<file path="src/rtl/ins_scheduler.sv">
// Instruction scheduler: arbitrates four requesters into a 16-bit instruction stream
// with MIN_GAP idle cycles after each issue. Define INS_SCHED_FIXED_PRIO_EN for fixed priority.
module ins_scheduler #(
    parameter int unsigned MIN_GAP = 1
) (
    input  logic        clk,
    input  logic        rst_n,
    input  logic [3:0]  req_valid,
    input  logic [47:0] req_data,
    output logic [3:0]  req_ready,
    output logic [15:0] ins,
    output logic        ins_valid,
    input  logic        ins_ready,
    output logic [1:0]  grant_id,
    output logic        busy
);

    typedef enum logic [1:0] {
        IDLE  = 2'd0,
        ISSUE = 2'd1,
        GAP   = 2'd2
    } state_t;

    localparam logic [3:0] GAP_LEN = 4'(MIN_GAP);

    state_t      state_r;
    state_t      state_s;
    logic [3:0]  gap_cnt_r;
    logic [3:0]  gap_cnt_s;
    logic [15:0] ins_r;
    logic [15:0] ins_s;
    logic        ins_valid_r;
    logic        ins_valid_s;
    logic [1:0]  grant_r;
    logic [1:0]  grant_s;
    logic [3:0]  req_ready_s;
    logic [2:0]  arb_s;

`ifdef INS_SCHED_FIXED_PRIO_EN
    // Fixed priority: lowest asserted index wins; result is {found, index}.
    function automatic logic [2:0] arbitrate(input logic [3:0] valid);
        logic       found;
        logic [1:0] idx;
        found = 1'b0;
        idx   = 2'd0;
        for (int k = 3; k >= 0; k--) begin
            if (valid[k]) begin
                found = 1'b1;
                idx   = 2'(k);
            end else begin
                found = found;
            end
        end
        return {found, idx};
    endfunction
`else
    logic [1:0] ptr_r;
    logic [1:0] ptr_s;

    // Round-robin: search ptr, ptr+1, ptr+2, ptr+3; result is {found, index}.
    function automatic logic [2:0] arbitrate(input logic [3:0] valid, input logic [1:0] ptr);
        logic       found;
        logic [1:0] idx;
        logic [1:0] cand;
        found = 1'b0;
        idx   = 2'd0;
        for (int k = 0; k < 4; k++) begin
            cand = ptr + 2'(k);
            if (!found && valid[cand]) begin
                found = 1'b1;
                idx   = cand;
            end else begin
                found = found;
            end
        end
        return {found, idx};
    endfunction
`endif

    // Extract the 12-bit payload of one requester.
    function automatic logic [11:0] payload(input logic [47:0] data, input logic [1:0] idx);
        return data[12*idx +: 12];
    endfunction

    // Next-state, accept strobe and instruction register update.
    always_comb begin
        state_s     = state_r;
        gap_cnt_s   = gap_cnt_r;
        ins_s       = ins_r;
        ins_valid_s = ins_valid_r;
        grant_s     = grant_r;
        req_ready_s = 4'd0;
`ifdef INS_SCHED_FIXED_PRIO_EN
        arb_s       = arbitrate(req_valid);
`else
        ptr_s       = ptr_r;
        arb_s       = arbitrate(req_valid, ptr_r);
`endif
        case (state_r)
            IDLE: begin
                if (arb_s[2]) begin
                    req_ready_s = 4'b0001 << arb_s[1:0];
                    ins_s       = {2'b00, arb_s[1:0], payload(req_data, arb_s[1:0])};
                    grant_s     = arb_s[1:0];
                    ins_valid_s = 1'b1;
                    state_s     = ISSUE;
                end else begin
                    state_s     = IDLE;
                end
            end
            ISSUE: begin
                if (ins_ready) begin
                    ins_valid_s = 1'b0;
`ifndef INS_SCHED_FIXED_PRIO_EN
                    ptr_s       = grant_r + 2'd1;
`endif
                    if (GAP_LEN != 4'd0) begin
                        state_s   = GAP;
                        gap_cnt_s = GAP_LEN - 4'd1;
                    end else begin
                        state_s   = IDLE;
                        gap_cnt_s = 4'd0;
                    end
                end else begin
                    state_s = ISSUE;
                end
            end
            GAP: begin
                if (gap_cnt_r == 4'd0) begin
                    state_s = IDLE;
                end else begin
                    gap_cnt_s = gap_cnt_r - 4'd1;
                end
            end
            default: begin
                state_s     = IDLE;
                ins_valid_s = 1'b0;
                gap_cnt_s   = 4'd0;
            end
        endcase
    end

    // State and output registers; reset abandons any pending instruction.
    always_ff @(posedge clk) begin
        if (!rst_n) begin
            state_r     <= IDLE;
            gap_cnt_r   <= 4'd0;
            ins_r       <= 16'h0000;
            ins_valid_r <= 1'b0;
            grant_r     <= 2'd0;
`ifndef INS_SCHED_FIXED_PRIO_EN
            ptr_r       <= 2'd0;
`endif
        end else begin
            state_r     <= state_s;
            gap_cnt_r   <= gap_cnt_s;
            ins_r       <= ins_s;
            ins_valid_r <= ins_valid_s;
            grant_r     <= grant_s;
`ifndef INS_SCHED_FIXED_PRIO_EN
            ptr_r       <= ptr_s;
`endif
        end
    end

    // Gating with rst_n keeps strobes quiet while reset is held, even before the first edge.
    assign req_ready = req_ready_s & {4{rst_n}};
    assign busy      = rst_n & (state_r != IDLE);
    assign ins       = ins_r;
    assign ins_valid = ins_valid_r;
    assign grant_id  = grant_r;

endmodule

</file>
<file path="config.mk">
export PLATFORM = sky130hd
export DESIGN_NAME = ins_scheduler
export DESIGN_NICKNAME = d
export VERILOG_FILES = /design/src/rtl/ins_scheduler.sv
export SDC_FILE = /design/constraint.sdc
export NUM_CORES = 1
export LEC_CHECK = 0
export CAP_MARGIN = 25
export CORE_ASPECT_RATIO = 1.1
export CORE_MARGIN = 2
export CORE_UTILIZATION = 30
export DETAILED_ROUTE_END_ITERATION = 16
export HOLD_SLACK_MARGIN = 0.08
export PLACE_DENSITY = 0.71
export SYNTH_ARGS = -nofsm -noshare
export SYNTH_HDL_FRONTEND = slang
export SYNTH_SLANG_ARGS = --single-unit
</file>
<file path="constraint.sdc">
create_clock -name clk -period 1.9 [get_ports clk]
set_input_delay 0.475 -clock clk [delete_from_list [all_inputs] [get_ports clk]]
set_output_delay 0.475 -clock clk [all_outputs]
set_load 0.05 [all_outputs]
</file>
Word level (Yosys, flattened, before mapping)
Index checks and enable logic that the tools add are counted.
Widths: inputs -> output; s select.
{"block": "word_totals", "regBits": 25, "latchBits": 0, "mem_bits_rw": 0, "rom_bits": 0, "out_inout_bits": 24, "memories": 0}
{"block": "classes", "addsub": 5, "multipliers": 1, "div_mod_pow": 0, "order_cmp": 4, "n_eq_ne": 6, "shifts": 2, "n_mux": 28, "bitwise": 4, "n_reduce_logical": 13}
{"operator": "$shiftx 48x7->12", "count": 1}
{"operator": "$mux 4", "count": 4}
{"operator": "$lt 2x3->1 const B", "count": 4}
{"operator": "$mux 2", "count": 6}
{"operator": "$pmux 4 s3", "count": 1}
{"operator": "$mux 1", "count": 11}
{"operator": "$bmux 1 s2", "count": 4}
{"operator": "$ne 2x2->1 const B", "count": 4}
{"operator": "$pmux 2 s3", "count": 1}
{"operator": "$reduce_and 3->1", "count": 2}
{"operator": "$add 2x1->2 const B", "count": 2}
{"operator": "$add 2x2->2 const B", "count": 2}
{"operator": "$and 4x4->4", "count": 1}
{"operator": "$logic_not 4->1", "count": 1}
{"operator": "$mul 2x2->4 const A", "count": 1}
{"operator": "$reduce_and 2->1", "count": 2}
{"operator": "$shl 1x2->4 const A", "count": 1}
{"operator": "$sub 4x1->4 const B", "count": 1}
{"operator": "$logic_and 1x1->1", "count": 3}
{"operator": "$logic_not 1->1", "count": 3}
{"operator": "$pmux 1 s3", "count": 1}
{"operator": "$eq 2x1->1 const B", "count": 1}
{"operator": "$eq 2x2->1 const B", "count": 1}
{"operator": "$logic_not 2->1", "count": 1}
{"operator": "other kinds (3)", "count": 4}

Depth between registers and ports, before layout
{"block": "logic_depth", "ltp_word": 16, "ltp_mapped": 7, "depth_no_buf": 7}

Worst setup path before layout
OpenSTA, ideal clock, no wires.
{"block": "synth_timing", "kind": "input to output", "start": "in req_valid[2]", "end": "out req_ready[0]", "arrival_ps": 2043, "required_time_ps": 1425, "path_slack_ps": -618, "path_stages": 5, "path_cell_list": "nor2b_1 a311oi_1 o211ai_2 buf_2 nor2_1"}
{"block": "synth_via", "elab_chain_len": 16}
{"element": "start: declaration", "line_no": "8", "source": "input logic [3:0] req_valid,"}
{"element": "$bmux 1 s2", "line_no": "69", "source": "if (!found && valid[cand]) begin"}
{"element": "$mux 1 (implied by the code)", "line_no": "69"}
{"element": "$mux 1", "line_no": "69"}
{"element": "$logic_not 1->1", "line_no": "69"}
{"element": "$logic_and 1x1->1", "line_no": "69"}
{"element": "$mux 1", "line_no": "69"}
{"element": "$logic_not 1->1", "line_no": "69"}
{"element": "$logic_and 1x1->1", "line_no": "69"}
{"element": "$mux 1", "line_no": "69"}
{"element": "$logic_not 1->1", "line_no": "69"}
{"element": "$logic_and 1x1->1", "line_no": "69"}
{"element": "$mux 2", "line_no": "69"}
{"element": "$shl 1x2->4", "line_no": "102", "source": "req_ready_s = 4'b0001 << arb_s[1:0];"}
{"element": "$mux 4 (*)", "line_no": "101", "source": "if (arb_s[2]) begin"}
{"element": "$mux 4 (*)", "line_no": "99", "source": "case (state_r)"}
{"element": "$and 4x4->4 (*)", "line_no": "167", "source": "assign req_ready = req_ready_s & {4{rst_n}};"}
{"element": "end: declaration", "line_no": "10", "source": "output logic [3:0] req_ready,"}
Every way passes the cells marked *; elsewhere a longest branch is shown, timed or not. The select of a mux whose other input is x is not followed.

Worst setup path after layout
{"block": "layout_timing", "start": "in req_valid[3]", "end": "out req_ready[1]"}
Same word-level chain as after synthesis.

==> run_results.csv <==
group,metric,value,unit
timing,fmaxAchievable,493,MHz
timing,clock-skew-final,0.00753,ns
setup_path,end_kind,"output pin",
timing,finalMaxSlewViolations,0,
floorplan,core.rowCount,26,
route,drt_first_pass_iters,4,
global_routing,grt.total_usage,0.154,
route,drc_violations,0,
finish,synthToLayoutAreaGrowth,79.2,%
status,outcome,"complete, but fails checks",
yosys,yosysWarnings,0,
floorplan,die_y,75.6,um
cts,worstSkewPairLatency,0.27,ns
cts,cts_root_buf,"sky130_fd_sc_hd__clkbuf_8",
power,leakage,0.00103,uW
cts,clk_pin_slew_worst_paths,0.08,ns
finish,post_route_cells_drive_above_1_share,0.364,
hold_path,timing.hold.worst.class,"flop to flop",
floorplan,core_region_area,4550,um^2
route,drt-total-wl,3850,um
yosys,number_of_register_bits_inferred_by_synthesis,23,
setup_path,setup.worst_path.class,"input port to output pin",
timing,period_minus_slack,2.03,ns
power,p_per_area,664,nW/um^2
placed_design,gp_congestion,0.758,
yosys,syn_area_per_cell,9.65,um^2
finish,post_route_utilization,0.551,
cts,clock_tree_from_tritoncts,"done",
placed_design,numPortBuffers,76,
finish,fillerInstances,416,
global_routing,grt_first_pass_wirelength,6430,um
global_routing,via_count_of_the_first_global_routing_pass,1348,
yosys,netlist_area,1400,um^2
floorplan,die_x,69.1,um
global_routing,grt_antenna_before_repair,0,
placed_design,dp.final_hpwl,3080,um
yosys,synth.yosys.seq_area_share,0.329,
yosys,synthCells,145,
finish,layout_nets,296,
route,antenna_viol_nets_final,0,
yosys,yosys.cell_types.count,31,
cts,hold_buffers,0,
timing,fin_hold_ws,0.472,ns
floorplan,design.die.area,5230,um^2
route,dr_total_vias,1370,
timing,timing.final.ws_setup,-0.130,ns
floorplan,io_pins,79,
setup_path,timing.critical_path.required,1.42,ns
setup_path,arrival_time_of_data_at_the_critical_path_endpoint,1.56,ns
finish,layout.cells.most_common,"sky130_fd_sc_hd__clkdlybuf4s50_1",
finish,final-seq-area,462,um^2
cts,cts_made_buffers,3,
route,via_per_inst,4.64,
placed_design,place.detailed.instances,286,
cts,tritoncts_num_sinks,23,
route,drt_iter0_drc,15,
finish,finish.cell_count_without_fillers,295,
placed_design,dp_worst_setup_slack,-0.598,ns
finish,multi_input_comb_area,955,um^2
timing,final_hold_viol_count,0,
finish,diodes,0,
route,wire_per_inst,13.1,um
job,max_cap_violations,0,
global_routing,gr-total-overflow,0,
cts,htreeDepth,1,
timing,min_period_over_period,1.07,
cts,clock_tree.buffer_depth,2,
floorplan,floorplan.initialDensity,0.307,
timing,unrepaired_setup_endpoints_after_global_routing,"yes",
setup_path,startpoint_type,"input port",
status,failed_checks,"negative setup slack",
finish,layout.cells.most_common_list,"sky130_fd_sc_hd__clkdlybuf4s50_1, sky130_fd_sc_hd__buf_4, sky130_fd_sc_hd__mux2i_1, sky130_fd_sc_hd__dfxtp_1, sky130_fd_sc_hd__nand2_1",
setup_path,worstPathMaxFanout,3,
power,worst_ir_drop_vdd,0.314,mV
timing,setup-violations-final,4,
global_routing,grt_max_degree,19,
cells in the mapped netlist:
master	number	share of area
sky130_fd_sc_hd__nand3b_1	1	0.0054
sky130_fd_sc_hd__o211ai_2	1	0.0089
sky130_fd_sc_hd__ha_1	1	0.0089
sky130_fd_sc_hd__nor2_1	21	0.056
sky130_fd_sc_hd__xnor2_1	4	0.025
sky130_fd_sc_hd__buf_4	4	0.021
sky130_fd_sc_hd__nand3_2	1	0.0072
sky130_fd_sc_hd__nand2b_1	2	0.0089
sky130_fd_sc_hd__a311oi_1	1	0.0063
sky130_fd_sc_hd__mux2i_1	25	0.18
sky130_fd_sc_hd__buf_6	2	0.016
sky130_fd_sc_hd__a21oi_4	1	0.012
sky130_fd_sc_hd__a21o_4	1	0.011
sky130_fd_sc_hd__o21ai_0	1	0.0036
sky130_fd_sc_hd__dfxtp_1	23	0.33
sky130_fd_sc_hd__o31ai_1	1	0.0054
sky130_fd_sc_hd__o21a_1	1	0.0054
sky130_fd_sc_hd__nor3_2	1	0.0072
sky130_fd_sc_hd__conb_1	1	0.0027
sky130_fd_sc_hd__a21oi_1	4	0.014
sky130_fd_sc_hd__a221oi_1	1	0.0063
sky130_fd_sc_hd__o221ai_2	12	0.13
sky130_fd_sc_hd__inv_1	7	0.019
sky130_fd_sc_hd__nand2_1	17	0.046
sky130_fd_sc_hd__nor4_1	2	0.0089
sky130_fd_sc_hd__a211oi_4	1	0.014
sky130_fd_sc_hd__buf_2	3	0.011
sky130_fd_sc_hd__a221o_2	1	0.0080
sky130_fd_sc_hd__a211oi_1	2	0.011
sky130_fd_sc_hd__nor2b_1	1	0.0045
sky130_fd_sc_hd__clkbuf_8	1	0.0098
metal layers:
| layer | global-route usage | up-vias | wire length [um] |
|---|---|---|---|
| met5 | 0 | - | 0 |
| met4 | 0.0763 | 0 | 110 |
| met3 | 0.0185 | 9 | 146 |
| met2 | 0.293 | 39 | 2050 |
| met1 | 0.175 | 619 | 1550 |
| li1 | - | 703 | - |
power by group:
part           total [uW]  internal [uW]  switching [uW]
Combinational         791            362             428
Sequential            567            531            36.0
Clock                 306            147             159
Total                1660           1040             623
cell type report:
class                           count  share of cell area
Timing Repair Buffer               99               0.378
Sequential cell                    23               0.184
Inverter                            7              0.0105
Clock inverter                      1             0.00200
Tap cell                           56              0.0279
Multi-Input combinational cell    106               0.381
Clock buffer                        3              0.0165
state kept, by name, indices dropped and copies added, names as in the netlist:
signal	count
ins	12
grant_id	2
gap_cnt_r	4
ins_valid	1
state_r	2
ptr_r	2
timing repair:
| action | 4_1_cts | 5_1_grt |
|---|---|---|
| setup endpoints to repair | 18 | 4 |
| cloned | 0 | 0 |
| pin swaps | 10 | 5 |
| buffers inserted | 5 | 0 |
| gates resized for setup | 25 | 6 |
stage by stage:
step / area [um^2] / setup TNS (ns) / total power, uW
6_report: 2510 / -0.458 / 1660
5_1_grt: 2510 / -0.618 / 1760
4_1_cts: 2480 / -0.541 / 1680
3_5_place_dp: 2380 / -8.61 / 1350
3_3_place_gp: 2380 / -8.42 / 1340
2_1_floorplan: 1490 / -0.310 / 1050
final timing paths:
check | end | slack, ns | depth (start not counted) | start
max | req_ready[1] | -0.13 | 6 | req_valid[3]
min | ins[6] | 0.47 | 2 | ins[6]
max reg2reg | ins[9] | 0.14 | 7 | ptr_r[0]
min reg2reg | ins[6] | 0.47 | 2 | ins[6]
cells by family after synthesis:
group                      synth area share
and+or+nand+nor                       0.144
AOI/OAI and AO/OA                     0.234
muxes                                 0.179
DFF                                   0.329
buffers and inverters                0.0769
xor gates and xnor gates             0.0250
adders and majority gates           0.00894
other                               0.00268
worst max-delay path, cell delays in order:
cell,delay (ns)
sky130_fd_sc_hd__buf_2,0.13
sky130_fd_sc_hd__buf_4,0.15
sky130_fd_sc_hd__a311oi_4,0.35
sky130_fd_sc_hd__o211ai_4,0.16
sky130_fd_sc_hd__nor2_4,0.15
sky130_fd_sc_hd__buf_12,0.14
No activity file was read; power rests on OpenSTA's default activity.
